### src/rtl/pipelined_cla_adder_if.sv
// pipelined_cla_adder_if: operand/result handshake bundle for pipelined_cla_adder (overflow present with CLA_OVERFLOW_EN)
interface pipelined_cla_adder_if #(parameter int WIDTH = 16);
  logic in_valid, in_ready, cin, out_valid, out_ready, cout;
  logic [WIDTH-1:0] a, b, sum;
`ifdef CLA_OVERFLOW_EN
  logic overflow;
  modport master (output in_valid, a, b, cin, out_ready, input in_ready, out_valid, sum, cout, overflow);
  modport slave (input in_valid, a, b, cin, out_ready, output in_ready, out_valid, sum, cout, overflow);
`else
  modport master (output in_valid, a, b, cin, out_ready, input in_ready, out_valid, sum, cout);
  modport slave (input in_valid, a, b, cin, out_ready, output in_ready, out_valid, sum, cout);
`endif
endinterface

### src/rtl/pipelined_cla_adder.sv
// pipelined_cla_adder: 2-stage two-level carry look-ahead adder with valid/ready; CLA_OVERFLOW_EN adds signed overflow
module pipelined_cla_adder #(
  parameter int WIDTH   = 16,
  parameter int GROUP_W = 4
) (
  input logic clk,
  input logic rst,
  pipelined_cla_adder_if.slave bus
);
  localparam int NG = WIDTH / GROUP_W;
  if (WIDTH % GROUP_W != 0 || WIDTH < GROUP_W) begin : g_bad_cfg
    $fatal(1, "pipelined_cla_adder: WIDTH must be a non-zero multiple of GROUP_W");
  end
  logic s1_valid, s1_cin, s2_valid, s1_adv, s2_adv;
  logic [WIDTH-1:0] s1_p, s1_g, p, g, bc, sum_q;
  logic [NG-1:0] s1_gp, s1_gg, gp, gg;
  logic [NG:0] gc;
  logic cout_q, t1, t2, t3, a2, a3;
  assign s2_adv = !s2_valid || bus.out_ready;
  assign s1_adv = !s1_valid || s2_adv;
  assign bus.in_ready = s1_adv && !rst;
  assign bus.out_valid = s2_valid;
  assign bus.sum = sum_q;
  assign bus.cout = cout_q;
  // Stage 1: bit propagate/generate plus each group's propagate and lookahead generate
  always_comb begin
    p = bus.a ^ bus.b;
    g = bus.a & bus.b;
    gp = '0;
    gg = '0;
    t1 = 1'b0;
    for (int k = 0; k < NG; k++) begin
      gp[k] = &p[k*GROUP_W +: GROUP_W];
      for (int j = 0; j < GROUP_W; j++) begin
        t1 = g[k*GROUP_W+j];
        for (int m = j + 1; m < GROUP_W; m++) t1 = t1 & p[k*GROUP_W+m];
        gg[k] = gg[k] | t1;
      end
    end
  end
  // Stage 2a: every group carry as a flat sum of products of cin, Gk and Pk
  always_comb begin
    gc = '0;
    t2 = 1'b0;
    a2 = 1'b0;
    gc[0] = s1_cin;
    for (int k = 1; k <= NG; k++) begin
      t2 = s1_cin;
      for (int j = 0; j < k; j++) t2 = t2 & s1_gp[j];
      a2 = t2;
      for (int j = 0; j < k; j++) begin
        t2 = s1_gg[j];
        for (int m = j + 1; m < k; m++) t2 = t2 & s1_gp[m];
        a2 = a2 | t2;
      end
      gc[k] = a2;
    end
  end
  // Stage 2b: in-group bit carries expanded from the group's incoming carry
  always_comb begin
    bc = '0;
    t3 = 1'b0;
    a3 = 1'b0;
    for (int k = 0; k < NG; k++) begin
      for (int j = 0; j < GROUP_W; j++) begin
        t3 = gc[k];
        for (int m = 0; m < j; m++) t3 = t3 & s1_p[k*GROUP_W+m];
        a3 = t3;
        for (int m = 0; m < j; m++) begin
          t3 = s1_g[k*GROUP_W+m];
          for (int n = m + 1; n < j; n++) t3 = t3 & s1_p[k*GROUP_W+n];
          a3 = a3 | t3;
        end
        bc[k*GROUP_W+j] = a3;
      end
    end
  end
`ifdef CLA_OVERFLOW_EN
  logic ovf_q;
  assign bus.overflow = ovf_q;
  always_ff @(posedge clk) begin
    if (rst) ovf_q <= 1'b0;
    else if (s2_adv && s1_valid) ovf_q <= bc[WIDTH-1] ^ gc[NG];
  end
`endif
  always_ff @(posedge clk) begin
    if (rst) begin
      s1_valid <= 1'b0;
      s1_cin <= 1'b0;
      s1_p <= '0;
      s1_g <= '0;
      s1_gp <= '0;
      s1_gg <= '0;
      s2_valid <= 1'b0;
      sum_q <= '0;
      cout_q <= 1'b0;
    end else begin
      if (s1_adv) s1_valid <= bus.in_valid;
      if (s1_adv && bus.in_valid) begin
        s1_p <= p;
        s1_g <= g;
        s1_gp <= gp;
        s1_gg <= gg;
        s1_cin <= bus.cin;
      end
      if (s2_adv) s2_valid <= s1_valid;
      if (s2_adv && s1_valid) begin
        sum_q <= s1_p ^ bc;
        cout_q <= gc[NG];
      end
    end
  end
endmodule
### src/flat_wrapper.sv
// flat-port wrapper written by rule: the top's interface ports become plain ports
module pipelined_cla_adder_flat 
#(
  parameter int WIDTH   = 16,
  parameter int GROUP_W = 4
)
  (clk, rst, bus_in_valid, bus_a, bus_b, bus_cin, bus_out_ready, bus_in_ready, bus_out_valid, bus_sum, bus_cout);
  pipelined_cla_adder_if #(.WIDTH(WIDTH)) bus_i ();
  input logic clk;
  input logic rst;
  input wire logic [$bits(bus_i.in_valid)-1:0] bus_in_valid;
  input wire logic [$bits(bus_i.a)-1:0] bus_a;
  input wire logic [$bits(bus_i.b)-1:0] bus_b;
  input wire logic [$bits(bus_i.cin)-1:0] bus_cin;
  input wire logic [$bits(bus_i.out_ready)-1:0] bus_out_ready;
  output wire logic [$bits(bus_i.in_ready)-1:0] bus_in_ready;
  output wire logic [$bits(bus_i.out_valid)-1:0] bus_out_valid;
  output wire logic [$bits(bus_i.sum)-1:0] bus_sum;
  output wire logic [$bits(bus_i.cout)-1:0] bus_cout;
  assign bus_i.in_valid = bus_in_valid;
  assign bus_i.a = bus_a;
  assign bus_i.b = bus_b;
  assign bus_i.cin = bus_cin;
  assign bus_i.out_ready = bus_out_ready;
  assign bus_in_ready = bus_i.in_ready;
  assign bus_out_valid = bus_i.out_valid;
  assign bus_sum = bus_i.sum;
  assign bus_cout = bus_i.cout;
  pipelined_cla_adder #(.WIDTH(WIDTH), .GROUP_W(GROUP_W)) u_core (.clk(clk), .rst(rst), .bus(bus_i));
endmodule
### config.mk
export PLATFORM = sky130hd
export DESIGN_NAME = pipelined_cla_adder_flat
export DESIGN_NICKNAME = d
export VERILOG_FILES = /design/src/rtl/pipelined_cla_adder_if.sv /design/src/rtl/pipelined_cla_adder.sv /design/src/flat_wrapper.sv
export SDC_FILE = /design/constraint.sdc
export NUM_CORES = 1
export LEC_CHECK = 0
export ABC_AREA = 1
export ABC_CLOCK_PERIOD_IN_PS = 2900
export CORE_MARGIN = 3
export CORE_UTILIZATION = 35
export CTS_CLUSTER_SIZE = 8
export DETAILED_ROUTE_END_ITERATION = 10
export DONT_BUFFER_PORTS = 1
export GPL_ROUTABILITY_DRIVEN = 1
export PLACE_DENSITY = 0.46
export SYNTH_ARGS = -nofsm -noshare
export SYNTH_HDL_FRONTEND = slang
export SYNTH_SLANG_ARGS = --single-unit
### constraint.sdc
create_clock -name clk -period 2.9 [get_ports clk]
set_input_delay 0.58 -clock clk [delete_from_list [all_inputs] [get_ports clk]]
set_output_delay 0.58 -clock clk [all_outputs]
set_load 0.01 [all_outputs]
# == Word level (Yosys, flattened, before mapping) ==
# Cells that the tools add are included.
# word_totals
ff_bits,59
inputBits,37
output_inout_bits,19
elab_cells,128
# op_classes
bitwise_logic,107
reduce_logical,12
# ops
operator,count
$and 1x1->1,58
$or 1x1->1,46
$xor 16x16->16,2
$and 16x16->16,1
$reduce_and 4->1,4
$logic_and 1x1->1,3
$logic_not 1->1,3
$logic_or 1x1->1,2

# == Longest topological paths before layout ==
# Gate-level depths: netlist of run 1.
# depth
ltp_word,13
depth_mapped,10
mapped_depth_nobuf,10

# == Worst setup path before layout of run 1 ==
# No wires, ideal clock.
# synth_timing
path_kind,input to output
startpoint,input rst
endpoint,output bus_in_ready
t_arrival_ns,1.010
t_required_ns,2.320
slack_ns,1.310
cell_stages,4
n_path_buf,1
cell_sequence,inv_1 -> buf_2 -> nand2_1 -> inv_1
# synth_between
elab_chain_len,2
# synth_rtl
element,line,source
"start, declared",flat_wrapper.sv:10,input logic rst;
$logic_not 1->1,pipelined_cla_adder.sv:21,assign bus.in_ready = s1_adv && !rst;
$logic_and 1x1->1,pipelined_cla_adder.sv:21,
"end, declared",flat_wrapper.sv:16,output wire logic [$bits(bus_i.in_ready)-1:0] bus_in_ready;
# No other way between the ends.

# == Worst setup path after layout of run 1 ==
# layout_timing
startpoint,register u_core.s2_valid (netlist: u_core.bus.out_valid)
endpoint,register u_core.s1_gg[3]
# layout_between
elab_chain_len,4
# layout_rtl
element,line,source
"start, declared",pipelined_cla_adder.sv:14,"logic s1_valid, s1_cin, s2_valid, s1_adv, s2_adv;"
"start signal, assigned",pipelined_cla_adder.sv:106,if (s2_adv) s2_valid <= s1_valid;
$logic_not 1->1,pipelined_cla_adder.sv:19,assign s2_adv = !s2_valid || bus.out_ready;
$logic_or 1x1->1,pipelined_cla_adder.sv:19,
$logic_or 1x1->1,pipelined_cla_adder.sv:20,assign s1_adv = !s1_valid || s2_adv;
$logic_and 1x1->1,pipelined_cla_adder.sv:99,if (s1_adv && bus.in_valid) begin
"end signal, assigned",pipelined_cla_adder.sv:103,s1_gg <= gg;
"end, declared",pipelined_cla_adder.sv:16,"logic [NG-1:0] s1_gp, s1_gg, gp, gg;"
# No other way between the ends.
# A chain may end at the register's enable or synchronous reset.

==> results.txt, run 1 <==
----------------------------------------------------
[Run status]
  Run status ... complete, no violations

[Timing]
  Period utilisation layout ... 0.589
  Period minus WS final ... ~1700 ps
  Final worst clock skew ... ~6.1 ps
  Final Hold Fails ... 0
  Fmax ... 585 MHz
  Worst slew margin relative to its limit ... 0.652
  RSZ-0062 raised after global routing ... no
  Pins over their slew limit ... 0
  Final setup violation count ... 0
  Sum Neg Setup Slack ... 0 ps
  Slew at the pin with the worst max-slew slack ... between 500 and 600 ps
  Smallest setup slack after layout ... 1190 ps
  Hold WS ... between 300 and 400 ps

[Floorplanning]
  Die boundary height ... 93.7 um
  Area of the core ... around 7400 um2
  Starting density of the core ... 0.365
  Overall die width ... around 94 um
  Row count ... 31
  Number of primary I/O pins ... 56
  Floorplan die area ... 8780 um2

[CTS]
  CTS tree ... built
  Cell chosen for the clock root ... clkbuf_8
  Clock Latency Late Sink ... 310 ps
  Quantity of gates resized following cts ... 0
  H-tree Lvls ... 2
  Total of hold buffers inserted after clock tree synthesis ... 0
  Post-CTS setup-driven buffer insertion count ... 0
  Number of clock sinks ... 56
  Total clock buffers created by CTS ... 5
  Max Buffers Root-to-Sink ... 2
  Clk slew on worst S/H paths ... 100 ps

[Worst hold path]
  Worst hold path startpoint ... rst
  Cell depth of the worst min-delay path ... 1
  Hold Path Class ... in -> reg
  Endpoint with the worst hold slack ... u_core.s1_p[9]

[Global routing]
  Total routing resource utilization after global routing ... 0.147
  Wire length of the first global-routing pass ... 10.1 mm
  Initial antenna violation count ... 0
  Largest net degree at the start of global routing ... 56
  Leftover overflow at the end of global routing ... 0
  Number of global-route vias before repair ... around 2.2k

[Setup path]
  Critical path's largest stage delay ... about 430 ps
  Worst reg2reg path depth ... 5
  Critical path cell sequence ... nand3_2 > nand2_4 > inv_2 > o21ai_0 > a21oi_1
  Critical-path maximum fanout ... 55
  Capturing point of the worst reg2reg path ... u_core.s1_gg[3]
  Critical path data required time ... between 3000 and 4000 ps
  Launch point of the worst reg-to-reg path ... u_core.bus.out_valid
  Flop-to-flop setup slack ... about 1200 ps
  Slowest-stage cell, CP ... dfxtp_1
  Setup crit start kind ... flip-flop
  Crit path capture type ... flip-flop
  Crit path DAT ... 1920 ps
  Category of the most critical setup path ... reg -> reg

[Routing]
  WL final ... approximately 6 mm
  Routed length per placed instance ... 13.4 um
  Drt pass-1 iters ... 4
  First DRT Iteration DRCs ... 80
  Vias per cell ... between 4 and 5
  Via count ... between 2k and 2.5k
  Remaining routing DRC violations ... 0
  Count of antenna-violating nets left after detailed routing ... 0

[Logic synthesis]
  Sequential cell area fraction in the yosys report ... 0.417
  Cell variety after synth ... 22
  Flip-flop and latch count after synthesis ... 56
  Number of standard cells after synthesis ... about 350
  Number of warnings issued by yosys ... 0
  Synthesized Nets ... 410
  Synthesized area ... 2690 um2
  Synthesized area per cell ... 7.62 um2

[Pwr]
  Switching Power ... approximately 0.00043 W
  Standby leakage power ... 1.21 nW
  Switching part of the total power ... 0.286
  Share of power burned in combinational logic ... 0.143
  Relative contribution of sequential cells to total power ... 0.582
  Int Pwr ... about 0.0011 W
  Pwr per Cell Area ... approximately 540 nW/um2
  Max IR drop VDD ... ~0.00023 V
  Clock Power Share ... 0.275

[Finish]
  Number of inserted diodes ... 0
  Most common library cell in the layout ignoring fill and taps ... dfxtp_1
  Final net count ... slightly above 400
  Filler Cells Inserted ... between 800 and 900
  Highest-count cells in the layout ignoring fill and taps ... dfxtp_1, nand2_1, nor2_1, a21oi_1, inv_1
  Area growth syn-to-layout ... 4.04%
  Layout cell share with drive strength beyond 1 ... 0.0434
  Share of the core filled with cells in the final layout ... 0.380

[Place]
  HPWL reported at the end of detailed placement ... approximately 4.1 mm
  Worst slack after detailed placement ... about 1000 ps
  Count of port buffers added during placement ... 0
  Placer Congestion ... 0.755

[Job]
  Max-Cap Viols ... 0

----------------------------------------------------
## flip-flops by register name, summed over array words and instances, names as in the netlist
signal	cells
u_core.bus.sum	16
u_core.s1_p	16
u_core.s1_g	12
u_core.s1_gg	4
u_core.s1_gp	4
u_core.bus.cout	1
u_core.bus.out_valid	1
u_core.s1_cin	1
u_core.s1_valid	1
## stage by stage
stage	instance area, um2	cells	power [W]
floorplan	2690	353	0.00107
global placement	2720	438	0.00111
detailed placement	2720	438	0.00111
CTS	2800	445	0.00153
global route	2800	445	0.00161
finish	2800	445	0.00150
## synthesized netlist by cell type, drive strengths merged
library cell | n | area (um2)
a21oi | 43 | 215
o21ai | 38 | 190
nor2 | 47 | 176
clkbuf | 2 | 7.51
nand4 | 14 | 87.6
a21o | 2 | 15.0
inv | 34 | 128
o211ai | 4 | 40.0
nand3 | 26 | 135
dfxtp | 56 | 1120
xor2 | 4 | 35.0
buf | 13 | 92.6
nand2 | 50 | 198
ha | 20 | 250
## critical path, delay by kind of cell (launching register included)
family          cells  cell delay, ps
flops               1             430
compound gates      2             310
buf+inv             1             290
simple gates        2             550
## power by group through the flow
stage	combinational (W)	sequential, W	clock (W)
2_1_floorplan	0.000184	0.000882	0
3_3_place_gp	0.000218	0.000893	0
3_5_place_dp	0.000216	0.000893	0
4_1_cts	0.000219	0.000875	0.000436
5_1_grt	0.000256	0.000885	0.000466
6_report	0.000215	0.000875	0.000413
## cells by family after synthesis
logic type / Yosys count / synth area share
compound gates: 87 / 0.171
xor+xnor: 4 / 0.0130
fa+ha+maj: 20 / 0.0930
buf+inv: 49 / 0.0846
flops: 56 / 0.417
simple gates: 137 / 0.222
## how the worst max path moves through the flow
stage	start	endpoint	cells past startpoint
after floorplan	rst	bus_in_ready	4
after global placement	bus_out_ready	u_core.s1_gg[3]	6
after detailed placement	bus_out_ready	u_core.s1_gg[3]	6
after CTS	u_core.bus.out_valid	u_core.s1_gg[3]	5
after global routing	u_core.bus.out_valid	u_core.s1_gg[3]	5
final	u_core.bus.out_valid	u_core.s1_gg[3]	5
## per-layer routing
metal | track usage | wire length [um]
met1 | 0.197 | 3000
met2 | 0.231 | 2560
met3 | 0.0321 | 312
met4 | 0.0542 | 99
met5 | 0 | 0
## cell type report
type                       instances  area, um2  area share
timing repair buffer               1       7.51     0.00268
clock buffer                       6       72.6      0.0259
sequential                        56       1120       0.400
multi-input combinational        248       1340       0.479
inverter                          34        128      0.0456
clock inverter                     1       5.00     0.00179
tap                               99        124      0.0442
(Power assumes the default switching activity.)
==> run 2, diff against run 1 <==
--- a/config.mk
+++ b/config.mk
@@ -6,14 +6,14 @@
 export NUM_CORES = 1
 export LEC_CHECK = 0
 export ABC_AREA = 1
-export ABC_CLOCK_PERIOD_IN_PS = 2900
+export ABC_CLOCK_PERIOD_IN_PS = 1550
 export CORE_MARGIN = 3
 export CORE_UTILIZATION = 35
 export CTS_CLUSTER_SIZE = 8
 export DETAILED_ROUTE_END_ITERATION = 10
 export DONT_BUFFER_PORTS = 1
 export GPL_ROUTABILITY_DRIVEN = 1
-export PLACE_DENSITY = 0.46
+export PLACE_DENSITY = 0.48
 export SYNTH_ARGS = -nofsm -noshare
 export SYNTH_HDL_FRONTEND = slang
 export SYNTH_SLANG_ARGS = --single-unit
==> constraint.sdc (replaced) <==
create_clock -name clk -period 1.55 [get_ports clk]
set_input_delay 0.31 -clock clk [delete_from_list [all_inputs] [get_ports clk]]
set_output_delay 0.31 -clock clk [all_outputs]
set_load 0.01 [all_outputs]
==> results.txt, run 2 (synthesis results as in run 1) <==
----------------------------------------------------
[Run status]
  Run status ... complete, no violations (unchanged)

[Timing]
  Worst slew margin relative to its limit ... 0.652 (about the same)
  Final worst clock skew ... 9.39 ps (was 6.10 ps)
  Fmax ... 696 MHz (was 585 MHz)
  Period utilisation layout ... 0.927 (was 0.589)
  Final Hold Fails ... 0 (unchanged)
  Sum Neg Setup Slack ... 0 ps (unchanged)
  Pins over their slew limit ... 0 (unchanged)
  Slew at the pin with the worst max-slew slack ... 521 ps (was 522 ps)
  Final setup violation count ... 0 (unchanged)
  RSZ-0062 raised after global routing ... no (unchanged)
  Period minus WS final ... 1440 ps (was 1710 ps)

[Setup path]
  Capturing point of the worst reg2reg path ... u_core.bus.sum[10] (was u_core.s1_gg[3])
  Launch point of the worst reg-to-reg path ... u_core.s1_cin (was u_core.bus.out_valid)
  Category of the most critical setup path ... reg -> reg (unchanged)
  Flop-to-flop setup slack ... 110 ps (was 1190 ps)
  Worst reg2reg path depth ... 9 (was 5)
  Critical-path maximum fanout ... 3 (was 55)
  Setup crit start kind ... flip-flop (unchanged)
  Critical path data required time ... 1750 ps (was 3110 ps)
  Crit path DAT ... 1640 ps (was 1920 ps)
  Crit path capture type ... flip-flop (unchanged)

[Pwr]
  Standby leakage power ... 1.26 nW (was 1.21 nW)
  Pwr per Cell Area ... 1030 nW/um2 (was 536 nW/um2)
  Max IR drop VDD ... 0.000428 V (was 0.000227 V)

[CTS]
  Clock Latency Late Sink ... 300 ps (was 310 ps)
  Number of clock sinks ... 56 (unchanged)
  CTS tree ... built (unchanged)
  H-tree Lvls ... 2 (unchanged)
  Total clock buffers created by CTS ... 5 (unchanged)
  Cell chosen for the clock root ... clkbuf_8 (unchanged)
  Max Buffers Root-to-Sink ... 2 (unchanged)
  Clk slew on worst S/H paths ... 100 ps (about the same)
  Total of hold buffers inserted after clock tree synthesis ... 0 (unchanged)

[Floorplanning]
  Overall die width ... 93.7 um (unchanged)
  Floorplan die area ... 8780 um2 (unchanged)
  Area of the core ... 7370 um2 (unchanged)
  Number of primary I/O pins ... 56 (unchanged)
  Starting density of the core ... 0.365 (unchanged)
  Row count ... 31 (unchanged)
  Die boundary height ... 93.7 um (unchanged)

[Worst hold path]
  Hold Path Class ... in -> reg (unchanged)
  Worst hold path startpoint ... rst (unchanged)
  Cell depth of the worst min-delay path ... 1 (unchanged)
  Endpoint with the worst hold slack ... u_core.s1_gp[2] (was u_core.s1_p[9])

[Routing]
  Drt pass-1 iters ... 5 (was 4)
  Vias per cell ... 4.94 (was 4.87)
  WL final ... 6.05 mm (was 5.97 mm)
  First DRT Iteration DRCs ... 90 (was 80)
  Via count ... 2223 (was 2168)
  Remaining routing DRC violations ... 0 (unchanged)
  Routed length per placed instance ... 13.4 um (about the same)
  Count of antenna-violating nets left after detailed routing ... 0 (unchanged)

[Finish]
  Layout cell share with drive strength beyond 1 ... 0.0826 (was 0.0434)
  Cell area after layout ... 2900 um2 (was 2800 um2)
  Area growth syn-to-layout ... 7.76% (was 4.04%)
  Highest-count cells in the layout ignoring fill and taps ... dfxtp_1, nand2_1, nor2_1, a21oi_1, inv_1 (unchanged)
  Most common library cell in the layout ignoring fill and taps ... dfxtp_1 (unchanged)
  Number of inserted diodes ... 0 (unchanged)
  Final net count ... 409 (was 403)
  Filler Cells Inserted ... 792 (was 837)

[Global routing]
  Leftover overflow at the end of global routing ... 0 (unchanged)
  Met1 usage in global routing ... 0.188 (was 0.197)
  Largest net degree at the start of global routing ... 40 (was 56)
  Wire length of the first global-routing pass ... 10.0 mm (was 10.1 mm)
  Initial antenna violation count ... 0 (unchanged)
  GR Layer Usage met3 ... 0.0393 (was 0.0321)
  Most used routing layer in global routing ... met2 (unchanged)
  Number of global-route vias before repair ... 2104 (was 2168)
  Met2 Usage GRT ... 0.238 (was 0.231)
  Total routing resource utilization after global routing ... 0.145 (was 0.147)

[Place]
  Area after detailed placement ... 2770 um2 (was 2720 um2)
  Placer Congestion ... 0.809 (was 0.755)
  HPWL reported at the end of detailed placement ... 4.43 mm (was 4.15 mm)
  Count of port buffers added during placement ... 0 (unchanged)

[Job]
  Max-Cap Viols ... 0 (unchanged)

----------------------------------------------------
==> run 2: through the flow <==
stage	worst slack, ps	utilization	hold slack [ps]	power (W)	cells
CTS	34.4	0.390	50.1	0.00302	449
detailed placement	63.5	0.376	388	0.00210	443
global placement	72.8	0.376	385	0.00210	443
floorplan	194	-	439	0.00200	353
global route	7.49	0.394	37.5	0.00318	450
finish	114	0.394	59.6	0.00299	450
==> run 2: worst max-delay path by stage <==
stage                              from                 end  slack (ps)  cells after the start
final                     u_core.s1_cin  u_core.bus.sum[10]         110                      9
after global routing      u_core.s1_cin  u_core.bus.sum[10]           7                      9
after CTS                 u_core.s1_cin  u_core.bus.sum[10]          30                      9
after detailed placement  u_core.s1_cin  u_core.bus.sum[10]          60                      9
after global placement    u_core.s1_cin  u_core.bus.sum[10]          70                      9
after floorplan           u_core.s1_cin  u_core.bus.sum[10]         190                      9
==> run 2: area by class of cell <==
type | count | area, um2 | area share
multi-input cells | 248 | 1360 | 0.469
well taps | 99 | 124 | 0.0427
inverters | 34 | 128 | 0.0440
clock inverters | 1 | 30.0 | 0.0104
repair buffers | 7 | 65.1 | 0.0224
clock buffers | 5 | 68.8 | 0.0237
flip-flops and latches | 56 | 1120 | 0.388
==> run 2: critical path, cell delays in order (launching register included) <==
cell      delay, ps
dfxtp_2         340
a21o_1          190
a21o_1          160
ha_2            200
nand2_1         100
nand3_2          90
nand2_1          60
nand3_1          70
o211ai_2         80
inv_1            50
==> run 2: power by group <==
part           total [W]  internal, W  leakage [nW]  switching (W)
logic           0.000431     0.000175         0.745       0.000257
registers        0.00164      0.00154         0.464      0.0000929
clock network   0.000921     0.000465        0.0501       0.000456
==> run 2: what timing repair did <==
action                     4_1_cts  5_1_grt
resized for setup                0        8
setup endpoints to repair        0        5
hold endpoints to repair         0        0
setup buffers                    0        1
==> run 2: per-layer routing <==
metal  wire length (um)  part of all wire
met1               2860              0.47
met2               2820              0.47
met3                307             0.051
met4                 63             0.010
met5                  0                 0
